[src/rtl/hazard_scoreboard_pkg.sv]
// Shared encodings for the D-stage hazard scoreboard: forwarding source codes
// and the Tnew/Tuse values used by the decoder.
package hazard_scoreboard_pkg;

    typedef enum logic [1:0] {
        FWD_RF = 2'b00,
        FWD_E  = 2'b01,
        FWD_M  = 2'b10,
        FWD_W  = 2'b11
    } fwd_sel_e;

    localparam logic [1:0] T_LOAD = 2'd2;
    localparam logic [1:0] T_CAL  = 2'd1;
    localparam logic [1:0] T_LINK = 2'd0;

endpackage

[src/rtl/hazard_scoreboard_src_check.sv]
// Per-source hazard check: picks the youngest in-flight writer of one D-stage
// source and turns its Tnew/Tuse relation into a stall request and a forward select.
module hazard_src_check
    import hazard_scoreboard_pkg::*;
#(
    parameter int REG_W = 5,
    parameter int T_W   = 2
) (
    input  logic             e_valid,
    input  logic [REG_W-1:0] e_wreg,
    input  logic [T_W-1:0]   e_tnew,
    input  logic             m_valid,
    input  logic [REG_W-1:0] m_wreg,
    input  logic [T_W-1:0]   m_tnew,
    input  logic             w_valid,
    input  logic [REG_W-1:0] w_wreg,
    input  logic [T_W-1:0]   w_tnew,
    input  logic [REG_W-1:0] src,
    input  logic             src_re,
    input  logic [T_W-1:0]   tuse,
    output logic             stall_req,
    output logic [1:0]       fwd_sel
);

    logic           hit;
    logic [T_W-1:0] win_tnew;
    fwd_sel_e       win_code;

    // Youngest stage wins; register $0 is hardwired and never a hazard.
    always_comb begin
        hit      = 1'b0;
        win_tnew = '0;
        win_code = FWD_RF;
        if (src_re && (src != '0)) begin
            if (e_valid && (e_wreg == src)) begin
                hit      = 1'b1;
                win_tnew = e_tnew;
                win_code = FWD_E;
            end else if (m_valid && (m_wreg == src)) begin
                hit      = 1'b1;
                win_tnew = m_tnew;
                win_code = FWD_M;
            end else if (w_valid && (w_wreg == src)) begin
                hit      = 1'b1;
                win_tnew = w_tnew;
                win_code = FWD_W;
            end
        end
        stall_req = hit && (win_tnew > tuse);
        fwd_sel   = (hit && (win_tnew == '0)) ? win_code : FWD_RF;
    end

endmodule

[src/rtl/hazard_scoreboard.sv]
// D-stage hazard scoreboard tracking in-flight writers through E/M/W.
// Optional stall-cycle counter (stall_cnt, cnt_clr) enabled by HAZARD_PERF_CNT_EN.
module hazard_scoreboard
    import hazard_scoreboard_pkg::*;
#(
    parameter int REG_W = 5,
    parameter int T_W   = 2
) (
    input  logic             clk,
    input  logic             reset,
    input  logic             id_valid,
    input  logic [REG_W-1:0] id_rs,
    input  logic [REG_W-1:0] id_rt,
    input  logic             id_rs_re,
    input  logic             id_rt_re,
    input  logic [T_W-1:0]   id_tuse_rs,
    input  logic [T_W-1:0]   id_tuse_rt,
    input  logic             id_we,
    input  logic [REG_W-1:0] id_wreg,
    input  logic [T_W-1:0]   id_tnew,
    output logic             stall,
    output logic [1:0]       fwd_rs_sel,
    output logic [1:0]       fwd_rt_sel,
    output logic [T_W-1:0]   e_tnew,
    output logic [T_W-1:0]   m_tnew
`ifdef HAZARD_PERF_CNT_EN
    ,
    input  logic             cnt_clr,
    output logic [31:0]      stall_cnt
`endif
);

    logic             e_valid_q, m_valid_q, w_valid_q;
    logic [REG_W-1:0] e_wreg_q, m_wreg_q, w_wreg_q;
    logic [T_W-1:0]   e_tnew_q, m_tnew_q;
    logic             rs_stall, rt_stall;
    logic             e_load;

    hazard_src_check #(.REG_W(REG_W), .T_W(T_W)) u_rs_check (
        .e_valid   (e_valid_q),
        .e_wreg    (e_wreg_q),
        .e_tnew    (e_tnew_q),
        .m_valid   (m_valid_q),
        .m_wreg    (m_wreg_q),
        .m_tnew    (m_tnew_q),
        .w_valid   (w_valid_q),
        .w_wreg    (w_wreg_q),
        .w_tnew    ('0),
        .src       (id_rs),
        .src_re    (id_rs_re),
        .tuse      (id_tuse_rs),
        .stall_req (rs_stall),
        .fwd_sel   (fwd_rs_sel)
    );

    hazard_src_check #(.REG_W(REG_W), .T_W(T_W)) u_rt_check (
        .e_valid   (e_valid_q),
        .e_wreg    (e_wreg_q),
        .e_tnew    (e_tnew_q),
        .m_valid   (m_valid_q),
        .m_wreg    (m_wreg_q),
        .m_tnew    (m_tnew_q),
        .w_valid   (w_valid_q),
        .w_wreg    (w_wreg_q),
        .w_tnew    ('0),
        .src       (id_rt),
        .src_re    (id_rt_re),
        .tuse      (id_tuse_rt),
        .stall_req (rt_stall),
        .fwd_sel   (fwd_rt_sel)
    );

    assign stall  = id_valid && (rs_stall || rt_stall);
    assign e_load = !stall && id_valid && id_we && (id_wreg != '0);
    assign e_tnew = e_tnew_q;
    assign m_tnew = m_tnew_q;

    // A stalled or non-writing D instruction leaves a cleared bubble in E.
    always_ff @(posedge clk) begin
        if (reset) begin
            e_valid_q <= 1'b0;
            e_wreg_q  <= '0;
            e_tnew_q  <= '0;
            m_valid_q <= 1'b0;
            m_wreg_q  <= '0;
            m_tnew_q  <= '0;
            w_valid_q <= 1'b0;
            w_wreg_q  <= '0;
        end else begin
            w_valid_q <= m_valid_q;
            w_wreg_q  <= m_wreg_q;
            m_valid_q <= e_valid_q;
            m_wreg_q  <= e_wreg_q;
            m_tnew_q  <= (e_tnew_q == '0) ? '0 : e_tnew_q - T_W'(1);
            e_valid_q <= e_load;
            e_wreg_q  <= e_load ? id_wreg : '0;
            e_tnew_q  <= e_load ? id_tnew : '0;
        end
    end

`ifdef HAZARD_PERF_CNT_EN
    always_ff @(posedge clk) begin
        if (reset || cnt_clr) begin
            stall_cnt <= '0;
        end else if (stall) begin
            stall_cnt <= stall_cnt + 32'd1;
        end
    end
`endif

endmodule

[config.mk]
export PLATFORM = sky130hd
export DESIGN_NAME = hazard_scoreboard
export DESIGN_NICKNAME = d
export VERILOG_FILES = /design/src/rtl/hazard_scoreboard_pkg.sv /design/src/rtl/hazard_scoreboard_src_check.sv /design/src/rtl/hazard_scoreboard.sv
export SDC_FILE = /design/constraint.sdc
export NUM_CORES = 1
export LEC_CHECK = 0
export BUFFER_PORTS_ARGS = -buffer_cell sky130_fd_sc_hd__buf_4
export CORE_AREA = 4 4 79 81
export DETAILED_ROUTE_END_ITERATION = 8
export DIE_AREA = 0 0 83 85
export PLACE_DENSITY = 0.41
export SETUP_SLACK_MARGIN = 0.5
export SYNTH_ARGS = -nofsm -noshare
export SYNTH_HDL_FRONTEND = slang
export SYNTH_SLANG_ARGS = --single-unit
[constraint.sdc]
create_clock -name clk -period 7 [get_ports clk]
set_input_delay 0 -clock clk [delete_from_list [all_inputs] [get_ports clk]]
set_output_delay 0 -clock clk [all_outputs]
set_load 0.03 [all_outputs]
==> impl_metrics.env, run 1 <==
export IMPL_status="complete, no violations"
export IMPL_rows=27
export IMPL_hold_violations=0
export IMPL_wl_mm=3.27
export IMPL_clockBufferDepth=2
export IMPL_relSlewSlack=0.779
export IMPL_setup_viol=0
export IMPL_cts_resized=0
export IMPL_clkSlewWorstSetupHoldPaths_ps=70
export IMPL_clockRootBuffer="clkbuf_8"
export IMPL_layout_common_cells="buf_4 (35), xor2_1 (24), dfxtp_1 (22)"
export IMPL_synth_fp_nets=173
export IMPL_synth_area_leader_cell="dfxtp_1"
export IMPL_peakVddDrop_v=0.0000668
export IMPL_viasPerCell=4.38
export IMPL_p_switching_mw=0.0594
export IMPL_core_area_sq_um=5470
export IMPL_final_nets=211
export IMPL_clock_skew_ps=0.893
export IMPL_endpoint_kind="output pin"
export IMPL_hpwl_mm=2.74
export IMPL_port_buffers=35
export IMPL_synth_seq_cells=22
export IMPL_ios=36
export IMPL_routabilityCongestion=0.822
export IMPL_cts_buffers=3
export IMPL_synth_top_cell_area_share=0.328
export IMPL_tritoncts="built"
export IMPL_ant_nets=0
export IMPL_tightest_slew_ps=331
export IMPL_antenna_found_initial=0
export IMPL_yosysUniqueCellTypes=31
export IMPL_grt_pass1_wl_mm=5.38
export IMPL_cp_max_fo=9
export IMPL_drcViolationCount=0
export IMPL_slew_viol_final=0
export IMPL_power_clock_fraction=0.304
export IMPL_synthCells=141
export IMPL_yosys_top_cells_area="dfxtp_1 (33%), xor2_1 (16%), nor2b_1 (6.5%), nor4b_2 (5.6%), ha_1 (4.7%)"
export IMPL_via_count=1090
export IMPL_clkLatencyLatePin_ps=260
export IMPL_grtUsageTotal=0.0958
export IMPL_grt_pass1_vias=1073
export IMPL_placed_cells=244
export IMPL_cp_start_kind="flip-flop"
export IMPL_syn_cell_area_sq_um=1340
export IMPL_avgSynthCellArea_sq_um=9.52
export IMPL_crit_path_start="m_wreg_q[0]$_SDFF_PP0_"
export IMPL_switching_share=0.241
export IMPL_seqPwrFrac=0.529
export IMPL_layout_min_cycle_time_ps=3140
export IMPL_stdcell_count=249
export IMPL_min_from="id_wreg[2]"
export IMPL_hold_class="in2reg"
export IMPL_grt_setup_unrepaired="false"
export IMPL_cellPowerDensity_nw_per_um2=142
export IMPL_power_frac_comb=0.167
export IMPL_mostFrequentLayoutCell="buf_4"
export IMPL_finalCritPeriodShare=0.449
export IMPL_cp_arrival_ps=3140
export IMPL_crit_type="reg2out"
export IMPL_cap_viol_max_count=0
export IMPL_initial_core_util=0.245
export IMPL_power_mw=0.247
export IMPL_areaGrowthSynthToFinish_pct=29.1
export IMPL_p_leak_nw=0.749
export IMPL_cts_htree_levels=1
export IMPL_tns_ps=0
export IMPL_drt_iter0_markers=44
export IMPL_ys_seq_area_frac=0.328
export IMPL_r2r_start="m_wreg_q[0]$_SDFF_PP0_"
export IMPL_ff2ff_setup_slack_ps=4220
export IMPL_drive_gt1_frac=0.294
export IMPL_p_int_mw=0.187
export IMPL_die_area_sq_um=7060
export IMPL_timing_fmax_mhz=318
export IMPL_cp_required_ps=7000
export IMPL_firstDrtPassIters=4
export IMPL_wl_per_cell_um=13.1
export IMPL_fill_cells=591
export IMPL_diodes=0
export IMPL_die_w_um=83
export IMPL_gr_total_overflow=0
export IMPL_fp_dieH_um=85
export IMPL_final_util=0.317
export IMPL_synth_warnings=0
export IMPL_cts_sinks=22
export IMPL_grt_max_degree=23
kinds of logic after synthesis:
logic type	count (synthesis)	share of synthesized area
compound gates	15	0.0979
mux	1	0.00746
xor+xnor	30	0.196
fa+ha+maj	5	0.0466
buf+inv	10	0.0345
flops	22	0.328
simple gates	58	0.290
final cells by class:
| cell class | instances | area (sq um) | area share |
|---|---|---|---|
| multi-input cells | 109 | 856 | 0.494 |
| flip-flops and latches | 22 | 440 | 0.254 |
| repair buffers | 37 | 283 | 0.163 |
| well taps | 72 | 90.1 | 0.0520 |
| clock buffers | 3 | 41.3 | 0.0238 |
| inverters | 6 | 22.5 | 0.0130 |
flip-flops by register name (all words and copies together), names as in the netlist:
| name | flops |
|---|---|
| e_wreg_q | 5 |
| m_wreg_q | 5 |
| w_wreg_q | 5 |
| e_tnew | 2 |
| m_tnew | 2 |
| e_valid_q | 1 |
| m_valid_q | 1 |
| w_valid_q | 1 |
power groups by stage:
stage | Sequential (mW) | Clock (mW) | Combinational (mW)
final | 0.131 | 0.0751 | 0.0413
after global routing | 0.131 | 0.0854 | 0.0453
after CTS | 0.131 | 0.0796 | 0.0419
after detailed placement | 0.134 | 0 | 0.0409
after global placement | 0.133 | 0 | 0.0409
after floorplan | 0.134 | 0 | 0.0187
cell usage after synthesis:
cell      number
or2_2          2
a211oi_2       1
a21oi_1        5
buf_6          1
a211o_1        1
and2b_1        1
o21ai_4        1
xor2_1        24
a22oi_1        4
buf_2          1
ha_1           5
inv_1          6
and3_1         5
nand3_1        1
o31ai_4        1
and2_2         1
nor4b_2        5
nor4_1         9
or4_1          3
nor2_1         8
buf_1          1
xnor2_1        6
nor2b_1       14
dfxtp_1       22
nand2_1        1
nor3_1         5
clkbuf_1       1
mux2i_1        1
o21ai_2        2
nand2b_1       2
nor3b_2        1
critical path, stage by stage, from the launching register on:
cell and delay [ps]:
dfxtp_1 340, xor2_1 150, nor4_1 250, and3_1 320, nor2b_1 200, a22oi_1 80
or2_2 290, ha_1 280, a211o_1 310, o21ai_4 320, and2_2 200, buf_4 150
worst paths after layout:
check	end	depth (start not counted)
max	stall	11
min	e_wreg_q[2]$_SDFF_PP0_	2
max reg2reg	e_tnew[1]$_SDFF_PP0_	10
min reg2reg	m_valid_q$_SDFF_PP0_	1
per-stage QoR:
step	setup slack, ps	hold WS [ps]	instance area [sq um]
after global routing	3630	33.3	1730
after global placement	4170	265	1670
after floorplan	4430	133	1340
after detailed placement	4120	264	1670
after CTS	3820	30.0	1730
final	3860	33.4	1730
layer usage:
metal	GRT usage	share of wire
met5	0	0
met3	0.0155	0.039
met4	0.0550	0.031
met2	0.157	0.48
met1	0.119	0.45
what timing repair did:
action,CTS,global route
endpoints found under the hold margin,2,0
buffers inserted,0,0
hold buffers,2,0
Note: power is estimated with default switching activity, not from simulation.
==> run 2: changes to the inputs <==
- ABC_AREA: unset -> 1
- CORE_AREA: 4 4 79 81 -> 4 4 84 86
- DIE_AREA: 0 0 83 85 -> 0 0 88 90
- PLACE_DENSITY: 0.41 -> 0.42
- clock period: 7 -> 2.6 ns (I/O delays scaled with it)
==> run 2 against run 1 <==
Synthesized cell count rose by 89%. Worst hold slack improved by 1.2 ps. Via count increased by 55%. First-iteration DRC count rose by 16%. Critical endpoint unchanged. Setup slack got worse by 3500 ps. Highest routed layer unchanged. Count of clock-buffer cells in the layout rose by 1. Flip-flop and latch count is the same. Final area rose by 31%.
==> impl_metrics.env, run 2 <==
export IMPL_power_mw=0.765
export IMPL_finalCritPeriodShare=0.858
export IMPL_viasPerCell=4.24
export IMPL_cp_arrival_ps=2230
export IMPL_placed_area_sq_um=1900
export IMPL_peakVddDrop_v=0.000174
export IMPL_core_area_sq_um=6280
export IMPL_crit_type="reg2out"
export IMPL_grt_pass1_wl_mm=7.75
export IMPL_cts_sinks=22
export IMPL_wl_per_cell_um=11.9
export IMPL_yosys_top_cells_area="dfxtp_1 (29%), nand2_1 (23%), nor2_1 (11%), inv_1 (10%), ha_1 (4.1%)"
export IMPL_wl_mm=4.75
export IMPL_cp_max_fo=3
export IMPL_ios=36
export IMPL_grt_pass1_vias=1668
export IMPL_grt_max_degree=16
export IMPL_ys_flop_type="dfxtp_1"
export IMPL_clockBufferDepth=2
export IMPL_drcViolationCount=0
export IMPL_syn_cell_area_sq_um=1540
export IMPL_yosysUniqueCellTypes=19
export IMPL_avgSynthCellArea_sq_um=5.79
export IMPL_synth_fp_nets=298
export IMPL_synth_common_cells="nand2_1 (94), nor2_1 (45), inv_1 (43), dfxtp_1 (22), nor2_2 (10)"
export IMPL_synth_top_cell_area_share=0.286
export IMPL_cap_viol_max_count=0
export IMPL_cts_htree_levels=1
export IMPL_cts_buffers=3
export IMPL_via_count=1691
export IMPL_clkLatencyLatePin_ps=270
export IMPL_synth_warnings=0
export IMPL_p_leak_nw=1.12
export IMPL_die_w_um=88
export IMPL_tritoncts="built"
export IMPL_fill_cells=693
export IMPL_layout_common_cells="nand2_1 (91), buf_4 (43), inv_1 (36)"
export IMPL_grtUsageTotal=0.123
export IMPL_synth_area_leader_cell="dfxtp_1"
export IMPL_areaGrowthSynthToFinish_pct=47.1
export IMPL_hpwl_mm=3.71
export IMPL_cp_start_kind="flip-flop"
export IMPL_antenna_found_initial=0
export IMPL_clockRootBuffer="clkbuf_8"
export IMPL_drt_iter0_markers=51
export IMPL_tightest_slew_ps=256
export IMPL_cp_required_ps=2600
export IMPL_top_regs="e_wreg_q: 5 flops, m_wreg_q: 5 flops, w_wreg_q: 5 flops"
export IMPL_status="complete, no violations"
export IMPL_clock_skew_ps=12.4
export IMPL_port_buffers=35
export IMPL_ant_nets=0
export IMPL_clkSlewWorstSetupHoldPaths_ps=90
export IMPL_relSlewSlack=0.829
export IMPL_layout_min_cycle_time_ps=2230
export IMPL_mostFrequentLayoutCell="nand2_1"
export IMPL_cellPowerDensity_nw_per_um2=338
export IMPL_synth_edf_count=0
export IMPL_hold_class="in2reg"
export IMPL_setup_viol=0
export IMPL_endpoint_kind="output pin"
export IMPL_initial_core_util=0.245
export IMPL_yosysMostFrequentCell="nand2_1"
export IMPL_ys_seq_area_frac=0.286
export IMPL_final_nets=355
export IMPL_rows=29
export IMPL_grt_setup_unrepaired="true"
export IMPL_hold_violations=0
export IMPL_firstDrtPassIters=4
export IMPL_slew_viol_final=0
export IMPL_gr_total_overflow=0
export IMPL_routabilityCongestion=0.808
export IMPL_drive_gt1_frac=0.382
export IMPL_finalInstanceArea_sq_um=2260
export IMPL_fp_dieH_um=90
export IMPL_synth_seq_cells=22
export IMPL_timing_fmax_mhz=448
export IMPL_tns_ps=0
export IMPL_ys_async_sr_fraction=0
export IMPL_synthCells=266
export IMPL_diodes=0
export IMPL_die_area_sq_um=7920
run 2: cell type report:
class / count / area [sq um] / area share
Multi-Input combinational cell: 191 / 1030 / 0.457
Sequential cell: 22 / 457 / 0.202
Timing Repair Buffer: 53 / 427 / 0.189
Inverter: 52 / 195 / 0.0862
Tap cell: 77 / 96.3 / 0.0426
Clock buffer: 4 / 55.1 / 0.0243
run 2: routing by layer:
layer | vias up | routed length (um) | global-route usage
li1 | 901 | - | -
met1 | 757 | 2270 | 0.166
met2 | 31 | 2290 | 0.207
met3 | 2 | 148 | 0.0146
met4 | 0 | 39 | 0.0269
met5 | - | 0 | 0
run 2: path summary, 6_finish.rpt:
path,slack [ps],endpoint,start,cells after the start
worst min register to register,440,w_valid_q$_SDFF_PP0_,m_valid_q$_SDFF_PP0_,2
worst min-delay path,30,m_wreg_q[4]$_SDFF_PP0_,reset,2
worst max register to register,480,e_wreg_q[3]$_SDFF_PP0_,e_wreg_q[1]$_SDFF_PP0_,18
worst max-delay path,370,stall,e_wreg_q[1]$_SDFF_PP0_,17
run 2: timing repair:
item                       CTS  global route
pin swaps                   15            19
hold buffers                 7             0
setup endpoints to repair    9             9
hold endpoints to repair     7             0
gates resized for setup     26            29
setup buffers                7             4
run 2: per-stage QoR:
step	hold WS (ps)	setup slack [ps]	utilization	std cells
3_3_place_gp	224	402	0.302	377
3_5_place_dp	230	394	0.302	377
5_1_grt	47.0	220	0.361	399
6_report	34.6	369	0.361	399
4_1_cts	47.8	340	0.343	395
2_1_floorplan	72.4	588	-	266
run 2: cell families (layout without fill, tap and decap cells):
kind of cell,Yosys count,count (layout),synth area share
flip-flops,22,22,0.286
buffers and inverters,53,109,0.129
adder cells (fa/ha/maj),5,5,0.0407
AO/OA/AOI/OAI,10,10,0.0358
AND/OR/NAND/NOR,176,176,0.508
run 2: report_power, final:
| group | switching, mW | leakage [nW] | internal [mW] | total [mW] |
|---|---|---|---|---|
| registers | 0.00671 | 0.183 | 0.343 | 0.350 |
| clock network | 0.120 | 0.0288 | 0.135 | 0.255 |
| logic | 0.0897 | 0.911 | 0.0703 | 0.160 |
run 2: worst max-delay path, cell delays in order (launching register included):
cell,delay (ps)
dfxtp_4,370
inv_2,50
nand2_2,60
nand2_2,60
nor2_4,120
nand3_4,90
nor2_1,90
nor2_1,50
nand2_2,80
inv_2,50
ha_4,270
inv_2,30
nor2_2,80
nor2_2,50
a21oi_2,110
nand3_2,100
a21boi_2,160
buf_6,140
